[src/rtl/debounce_pkg.sv]
// Shared types and default constants for the debounced SR-latch driver.
package debounce_pkg;

    // Two idle states hold a settled level; two wait states time a candidate edge.
    typedef enum logic [1:0] {
        IDLE_LO = 2'd0,
        WAIT_HI = 2'd1,
        IDLE_HI = 2'd2,
        WAIT_LO = 2'd3
    } state_t;

    // Consecutive synchronized samples needed before a new level is accepted.
    localparam int DEFAULT_P_STABLE = 4;

    // Flop depth of the metastability synchronizer.
    localparam int DEFAULT_P_SYNC = 2;

endpackage

[src/rtl/sync_chain.sv]
// Plain flop-chain synchronizer for one asynchronous bit; no logic between stages.
module sync_chain #(
    parameter int p_sync = 2
) (
    input  logic clk,
    input  logic reset_n,
    input  logic d,
    output logic q
);

    logic [p_sync-1:0] stages;

    // Shift the raw bit through the chain; stage 0 is the only one that can go metastable.
    always_ff @(posedge clk or negedge reset_n) begin
        if (!reset_n) begin
            stages <= '0;
        end else begin
            stages <= {stages[p_sync-2:0], d};
        end
    end

    assign q = stages[p_sync-1];

endmodule

[src/rtl/debounce_sr_driver.sv]
// Synchronizes and debounces a raw input, emitting one-cycle set/reset pulses
// for a downstream SR latch plus the debounced level that latch will hold.
module debounce_sr_driver
    import debounce_pkg::*;
#(
    parameter int p_stable = DEFAULT_P_STABLE,
    parameter int p_sync   = DEFAULT_P_SYNC
) (
    input  logic clk,
    input  logic reset_n,
    input  logic raw_in,
    output logic s,
    output logic r,
    output logic level,
    output logic busy
);

    // The counter only ever reaches p_stable-1, so this width never wraps.
    localparam int cnt_w = $clog2(p_stable + 1);
    localparam logic [cnt_w-1:0] cnt_last = cnt_w'(p_stable - 1);
    localparam logic [cnt_w-1:0] cnt_one  = cnt_w'(1);

    logic             sync;
    state_t           state;
    state_t           state_next;
    logic [cnt_w-1:0] cnt;
    logic [cnt_w-1:0] cnt_next;
    logic             s_next;
    logic             r_next;
    logic             level_next;

    sync_chain #(
        .p_sync (p_sync)
    ) u_sync (
        .clk     (clk),
        .reset_n (reset_n),
        .d       (raw_in),
        .q       (sync)
    );

    // State, counter and all pulse/level outputs are registered together.
    always_ff @(posedge clk or negedge reset_n) begin
        if (!reset_n) begin
            state <= IDLE_LO;
            cnt   <= '0;
            s     <= 1'b0;
            r     <= 1'b0;
            level <= 1'b0;
        end else begin
            state <= state_next;
            cnt   <= cnt_next;
            s     <= s_next;
            r     <= r_next;
            level <= level_next;
        end
    end

    // Next-state logic: a candidate edge must survive p_stable samples or it is dropped.
    always_comb begin
        state_next = state;
        cnt_next   = cnt;
        s_next     = 1'b0;
        r_next     = 1'b0;
        level_next = level;
        case (state)
            IDLE_LO: begin
                if (sync) begin
                    if (p_stable == 1) begin
                        state_next = IDLE_HI;
                        s_next     = 1'b1;
                        level_next = 1'b1;
                        cnt_next   = '0;
                    end else begin
                        state_next = WAIT_HI;
                        cnt_next   = cnt_one;
                    end
                end else begin
                    cnt_next = '0;
                end
            end
            WAIT_HI: begin
                if (sync) begin
                    if (cnt == cnt_last) begin
                        state_next = IDLE_HI;
                        s_next     = 1'b1;
                        level_next = 1'b1;
                        cnt_next   = '0;
                    end else begin
                        cnt_next = cnt + cnt_one;
                    end
                end else begin
                    state_next = IDLE_LO;
                    cnt_next   = '0;
                end
            end
            IDLE_HI: begin
                if (!sync) begin
                    if (p_stable == 1) begin
                        state_next = IDLE_LO;
                        r_next     = 1'b1;
                        level_next = 1'b0;
                        cnt_next   = '0;
                    end else begin
                        state_next = WAIT_LO;
                        cnt_next   = cnt_one;
                    end
                end else begin
                    cnt_next = '0;
                end
            end
            WAIT_LO: begin
                if (!sync) begin
                    if (cnt == cnt_last) begin
                        state_next = IDLE_LO;
                        r_next     = 1'b1;
                        level_next = 1'b0;
                        cnt_next   = '0;
                    end else begin
                        cnt_next = cnt + cnt_one;
                    end
                end else begin
                    state_next = IDLE_HI;
                    cnt_next   = '0;
                end
            end
            default: begin
                state_next = IDLE_LO;
                cnt_next   = '0;
                level_next = 1'b0;
            end
        endcase
    end

    assign busy = (state == WAIT_HI) || (state == WAIT_LO);

endmodule

[config.mk]
export PLATFORM = sky130hd
export DESIGN_NAME = debounce_sr_driver
export DESIGN_NICKNAME = d
export VERILOG_FILES = /design/src/rtl/debounce_pkg.sv /design/src/rtl/sync_chain.sv /design/src/rtl/debounce_sr_driver.sv
export SDC_FILE = /design/constraint.sdc
export NUM_CORES = 1
export LEC_CHECK = 0
export ABC_AREA = 1
export CAP_MARGIN = 20
export CORE_AREA = 2 2 39 41
export DETAILED_ROUTE_END_ITERATION = 8
export DIE_AREA = 0 0 41 43
export GPL_ROUTABILITY_DRIVEN = 0
export HOLD_SLACK_MARGIN = 0.05
export PLACE_DENSITY = 0.55
export SYNTH_ARGS = -nofsm -noshare
export SYNTH_HDL_FRONTEND = slang
export SYNTH_SLANG_ARGS = --single-unit
[constraint.sdc]
create_clock -name clk -period 1.4 [get_ports clk]
set_input_delay 0.42 -clock clk [delete_from_list [all_inputs] [get_ports clk]]
set_output_delay 0.42 -clock clk [all_outputs]
set_load 0.05 [all_outputs]
======== Yosys cells after proc, flatten, opt, wreduce, memory -nomap -nowiden ========
Index checks and enable logic that the tools add are counted.
word-level totals
  bits in registers ....................... 10
  input port bits ......................... 3
  output and inout bits ................... 4
cells by class
  $add $sub $neg .......................... 1
  equality and inequality tests ........... 12
  muxes and demuxes ....................... 23
  reduce and logical (&&, ||, !) cells .... 5
operator list
  operator                                                count
  two-way mux 2 bit                                       6
  case mux 3 bit (4 select lines)                         1
  two-way mux 1 bit                                       11
  two-way mux 3 bit                                       3
  inequality test 2 bit (second input constant)           4
  case mux 2 bit (4 select lines)                         1
  AND reduction 5 bit                                     1
  == test 2 bit (second input constant)                   2
  inequality test 2 x 1 -> 1 bit (second input constant)  2
  AND reduction 4 bit                                     1
  adder 3 x 1 -> 3 bit (second input constant)            1
  == test 3 x 2 -> 1 bit (second input constant)          1
  inequality test 3 x 2 -> 1 bit (second input constant)  1
  inequality test 3 bit (second input constant)           1
  == test 2 x 1 -> 1 bit (second input constant)          1
  logical NOT 2 bit                                       1
  case mux 1 bit (2 select lines)                         1
  nonzero test 2 bit                                      1
  logical OR 1 bit                                        1

======== Longest topological paths before layout ========
  word-level depth ........................ 4
  depth in mapped cells ................... 6
  gate-level depth less buffers ........... 6

======== Modules after synthesis ========
A second synthesis with hierarchy kept.
unflattened totals
  cells, all modules ...................... 42
  area, all modules ....................... 394.1 µm²
by module, submodules not included
  module              instances  cells each  area each (µm²)  seq. area each (µm²)
  debounce_sr_driver  1          40          344.1            200.2
  sync_chain          1          2           50.0             50.0

======== Least setup slack after synthesis ========
No wires, ideal clock.
  path kind ............................... register to output
  start point ............................. register state[0]
  end point ............................... output port busy
  arrival ................................. 0.852 ns
  slack ................................... 0.128 ns
  cell stages (with the launch flop) ...... 2
  path buffers ............................ 1
  cell sequence ........................... dfrtp_1 clkbuf_1
between the ends
  cells in the longest elaborated chain, start to end .. 2
RTL lines
  item                                                     line                       text
  start, declared                                          debounce_sr_driver.sv:24   state_t state;
  start signal, assigned                                   debounce_sr_driver.sv:50   state <= state_next;
  == test 2 x 1 -> 1 bit or == test 2 bit (tied branches)  debounce_sr_driver.sv:134  assign busy = (state == WAIT_HI) || (state == WAIT_LO);
  logical OR 1 bit (*)                                     debounce_sr_driver.sv:134
  end, declared                                            debounce_sr_driver.sv:15   output logic busy
Mark *: on every way between the ends. The rest lies on a longest branch, timed or not.

======== Worst setup path after layout ========
Ends and elaborated chain as after synthesis.

==> summary.txt <==
=================================================================================
Leakage dissipation ................................................     0.299 nW
IO buf count .......................................................            6
Critical path arrival ..............................................      0.90 ns
Post-CTS resize count ..............................................            0
Die Height .........................................................        43 um
All-Layer GR Usage .................................................        8.55%
Setup CP Type ......................................................   reg -> out
Ranking of synthesized cells by area ............................... sky130_fd_sc_hd__dfrtp_1, sky130_fd_sc_hd__nand2_1, sky130_fd_sc_hd__inv_1, sky130_fd_sc_hd__ha_1, sky130_fd_sc_hd__nor2_1
Drt first pass iters ...............................................            4
Average cell area after synthesis ..................................   9.49 sq um
Path class of the lowest-slack min-delay path ......................   reg -> reg
Upper clock frequency limit ........................................      756 MHz
Final max-slew violation count .....................................            0
Largest clock skew in the final design .............................  0.000723 ns
H-Tree Level Count .................................................            1
Maximum number of pins on one net before global-route repair .......           11
Post-Synthesis Cell Area ...........................................    389 sq um
Synthesis-stage register bit count .................................           10
Stages on worst setup path .........................................            1
Critical Path, Cell by Cell ........................................       buf_12
Highest fanout seen on the critical path ...........................            6
Wire per inst ......................................................      8.15 um
Power Dens Cells ................................................... 1830 nW/um^2
Initial detailed-routing violation count ...........................            7
Area of the core ...................................................   1380 sq um
End of the critical path ...........................................         busy
Global-route wire length before repair .............................       952 um
R2r startpoint .....................................................       cnt[0]
Total wire length ..................................................       538 um
Source-to-sink clock delay at the later pin of the worst-skew pair .      0.26 ns
Count of cell types in the netlist .................................           11
Post-placement cell count ..........................................           62
Critical Path Source ...............................................     state[0]
Worst-case reg-to-reg path depth ...................................            6
Number of antenna violations at the first check in global routing ..            0
RSZ-0062 raised after global routing ...............................           no
Clock sinks ........................................................           10
Result of the run ..................................................    completed
Vias in the first global route .....................................          257
Setup TNS ..........................................................         0 ns
Leftover overflow at the end of global routing .....................            0
Pin slew with the least headroom to its limit ......................     0.438 ns
Number of nets in the final layout .................................           55
Layout overhead on the synthesized area ............................        39.2%
Count of pins on the block boundary ................................            7
Post-Synthesis Cells ...............................................           41
Buffering stage count on the worst path with inverters included ....            1
Floorplan die area .................................................   1760 sq um
Final Setup Violations .............................................            0
Worst-case clock buffer depth ......................................            2
Layout cells sized above 1 .........................................        18.0%
Number of antenna-violating nets in the routed design ..............            0
Count of maximum capacitance violations ............................            0
Overall die width ..................................................        41 um
Post-CTS setup buffers .............................................            0
Worst path slowest cell ............................................ sky130_fd_sc_hd__dfrtp_1
Worst path required time ...........................................      0.98 ns
Shortest clock period the worst path allows after layout ...........      1.32 ns
Remaining routing DRC violations ...................................            0
Non-filler instance count after layout .............................           66
Number of placement rows ...........................................           14
Part of the Yosys area used for sequential elements ................        64.3%
Routed via count divided by cell count .............................         4.24
Hpwl dp ............................................................       437 um
Final hold violation count .........................................            0
Worst reg2reg setup slack ..........................................      0.34 ns
TritonCTS buffer count .............................................            3
Max IR drop VDD ....................................................     0.606 mV
Hold-fix buffer count after cts ....................................            0
Antenna cells ......................................................            0
Yosys warnings .....................................................            0
Clock tree from TritonCTS ..........................................        built
Kind of cell adding the most delay to the critical path ............   flip-flops
Sort of element at the start of the critical path ..................         flop
Fraction of the cycle the final worst path needs ...................        94.5%
Cell taking the most area after synthesis .......................... sky130_fd_sc_hd__dfrtp_1
CP max stage delay .................................................      0.47 ns
Buffer type at the clock tree root ................................. sky130_fd_sc_hd__clkbuf_4
Total number of vias ...............................................          280
Net Count, Synth ...................................................           45
Tightest slew margin relative to the limit .........................        70.7%
Critical Path Sink Type ............................................   output pin
Clock slew at reported path FFs ....................................      0.06 ns
Area share of the largest cell type after synthesis ................        64.3%
Initial Utilization ................................................        28.1%
=================================================================================
[layout by cell type, fill, tap and decap left out, drive strengths merged]
cell type      netlist  routed
buf                  0       4
clkbuf               1       4
clkdlybuf4s50        0       2
dfrtp               10      10
ha                   1       1
inv                  8       8
nand2               13      13
nand3                1       1
nand4                1       1
nor2                 4       4
o21ai                2       2
[registers in the layout, indices dropped and copies added, names as in the netlist, named ones only]
name	count
cnt	3
level	1
r	1
s	1
state	1
u_sync.stages	2
[worst min-delay path by stage]
stage / from / to / slack (ns) / depth (start not counted)
6_report: u_sync.stages[0] / u_sync.stages[1] / 0.35 / 0
5_1_grt: u_sync.stages[0] / u_sync.stages[1] / 0.36 / 0
4_1_cts: u_sync.stages[0] / u_sync.stages[1] / 0.36 / 0
3_5_place_dp: u_sync.stages[0] / u_sync.stages[1] / 0.34 / 0
3_3_place_gp: u_sync.stages[0] / u_sync.stages[1] / 0.34 / 0
2_1_floorplan: reset_n / async pin / 0.12 / 0
[stage by stage]
step | cell area (sq um) | hold WS (ns) | setup slack [ns] | total power, mW | utilization [%]
after global placement | 505 | 0.342 | 0.318 | 0.745 | 36.5
after detailed placement | 505 | 0.343 | 0.306 | 0.750 | 36.5
after global routing | 542 | 0.360 | 0.0259 | 1.07 | 39.2
after CTS | 542 | 0.358 | 0.0730 | 1.01 | 39.2
final | 542 | 0.354 | 0.0776 | 0.990 | 39.2
after floorplan | 389 | 0.124 | 0.128 | 0.597 | -
[cell type report]
cell class,instances,area (sq um)
flip-flops and latches,10,250
inverters,8,30.0
well taps,16,20.0
clock buffers,4,36.3
repair buffers,6,100
fillers,145,842
multi-input cells,22,105
[synth_stat cells]
library cell / n
sky130_fd_sc_hd__nand3_1: 1
sky130_fd_sc_hd__nor2_1: 3
sky130_fd_sc_hd__ha_1: 1
sky130_fd_sc_hd__dfrtp_1: 10
sky130_fd_sc_hd__clkbuf_1: 1
sky130_fd_sc_hd__nand2_1: 13
sky130_fd_sc_hd__nor2_4: 1
sky130_fd_sc_hd__inv_1: 8
sky130_fd_sc_hd__nand4_1: 1
sky130_fd_sc_hd__o21ai_0: 1
sky130_fd_sc_hd__o21ai_1: 1
[worst reg2reg max path, cell delays in order, from the launching register on]
cell and delay, ns:
sky130_fd_sc_hd__dfrtp_1 0.39, sky130_fd_sc_hd__ha_1 0.19, sky130_fd_sc_hd__inv_1 0.12, sky130_fd_sc_hd__nor2_4 0.05, sky130_fd_sc_hd__nand2_1 0.11, sky130_fd_sc_hd__nand2_1 0.06, sky130_fd_sc_hd__o21ai_1 0.07
[cells by family after synthesis]
kind of cell             Yosys count  share of synthesized area [%]
flip-flops                        10                           64.3
buffers and inverters              9                           8.68
AO/OA/AOI/OAI                      2                           2.57
adder cells (fa/ha/maj)            1                           3.21
AND/OR/NAND/NOR                   19                           21.2
[per-layer routing]
layer | vias up | GRT usage, % | wire, um
met5 | - | 0 | 0
met4 | 0 | 4.00 | 0
met3 | 0 | 6.28 | 32
met2 | 5 | 12.2 | 260
met1 | 134 | 9.06 | 245
li1 | 141 | - | -
[where the power goes]
group          internal [mW]  switching (mW)  leakage [nW]
clock network          0.158          0.0929        0.0210
registers              0.351          0.0600         0.129
logic                  0.148           0.181         0.149
No activity file was read; power rests on OpenSTA's default activity.
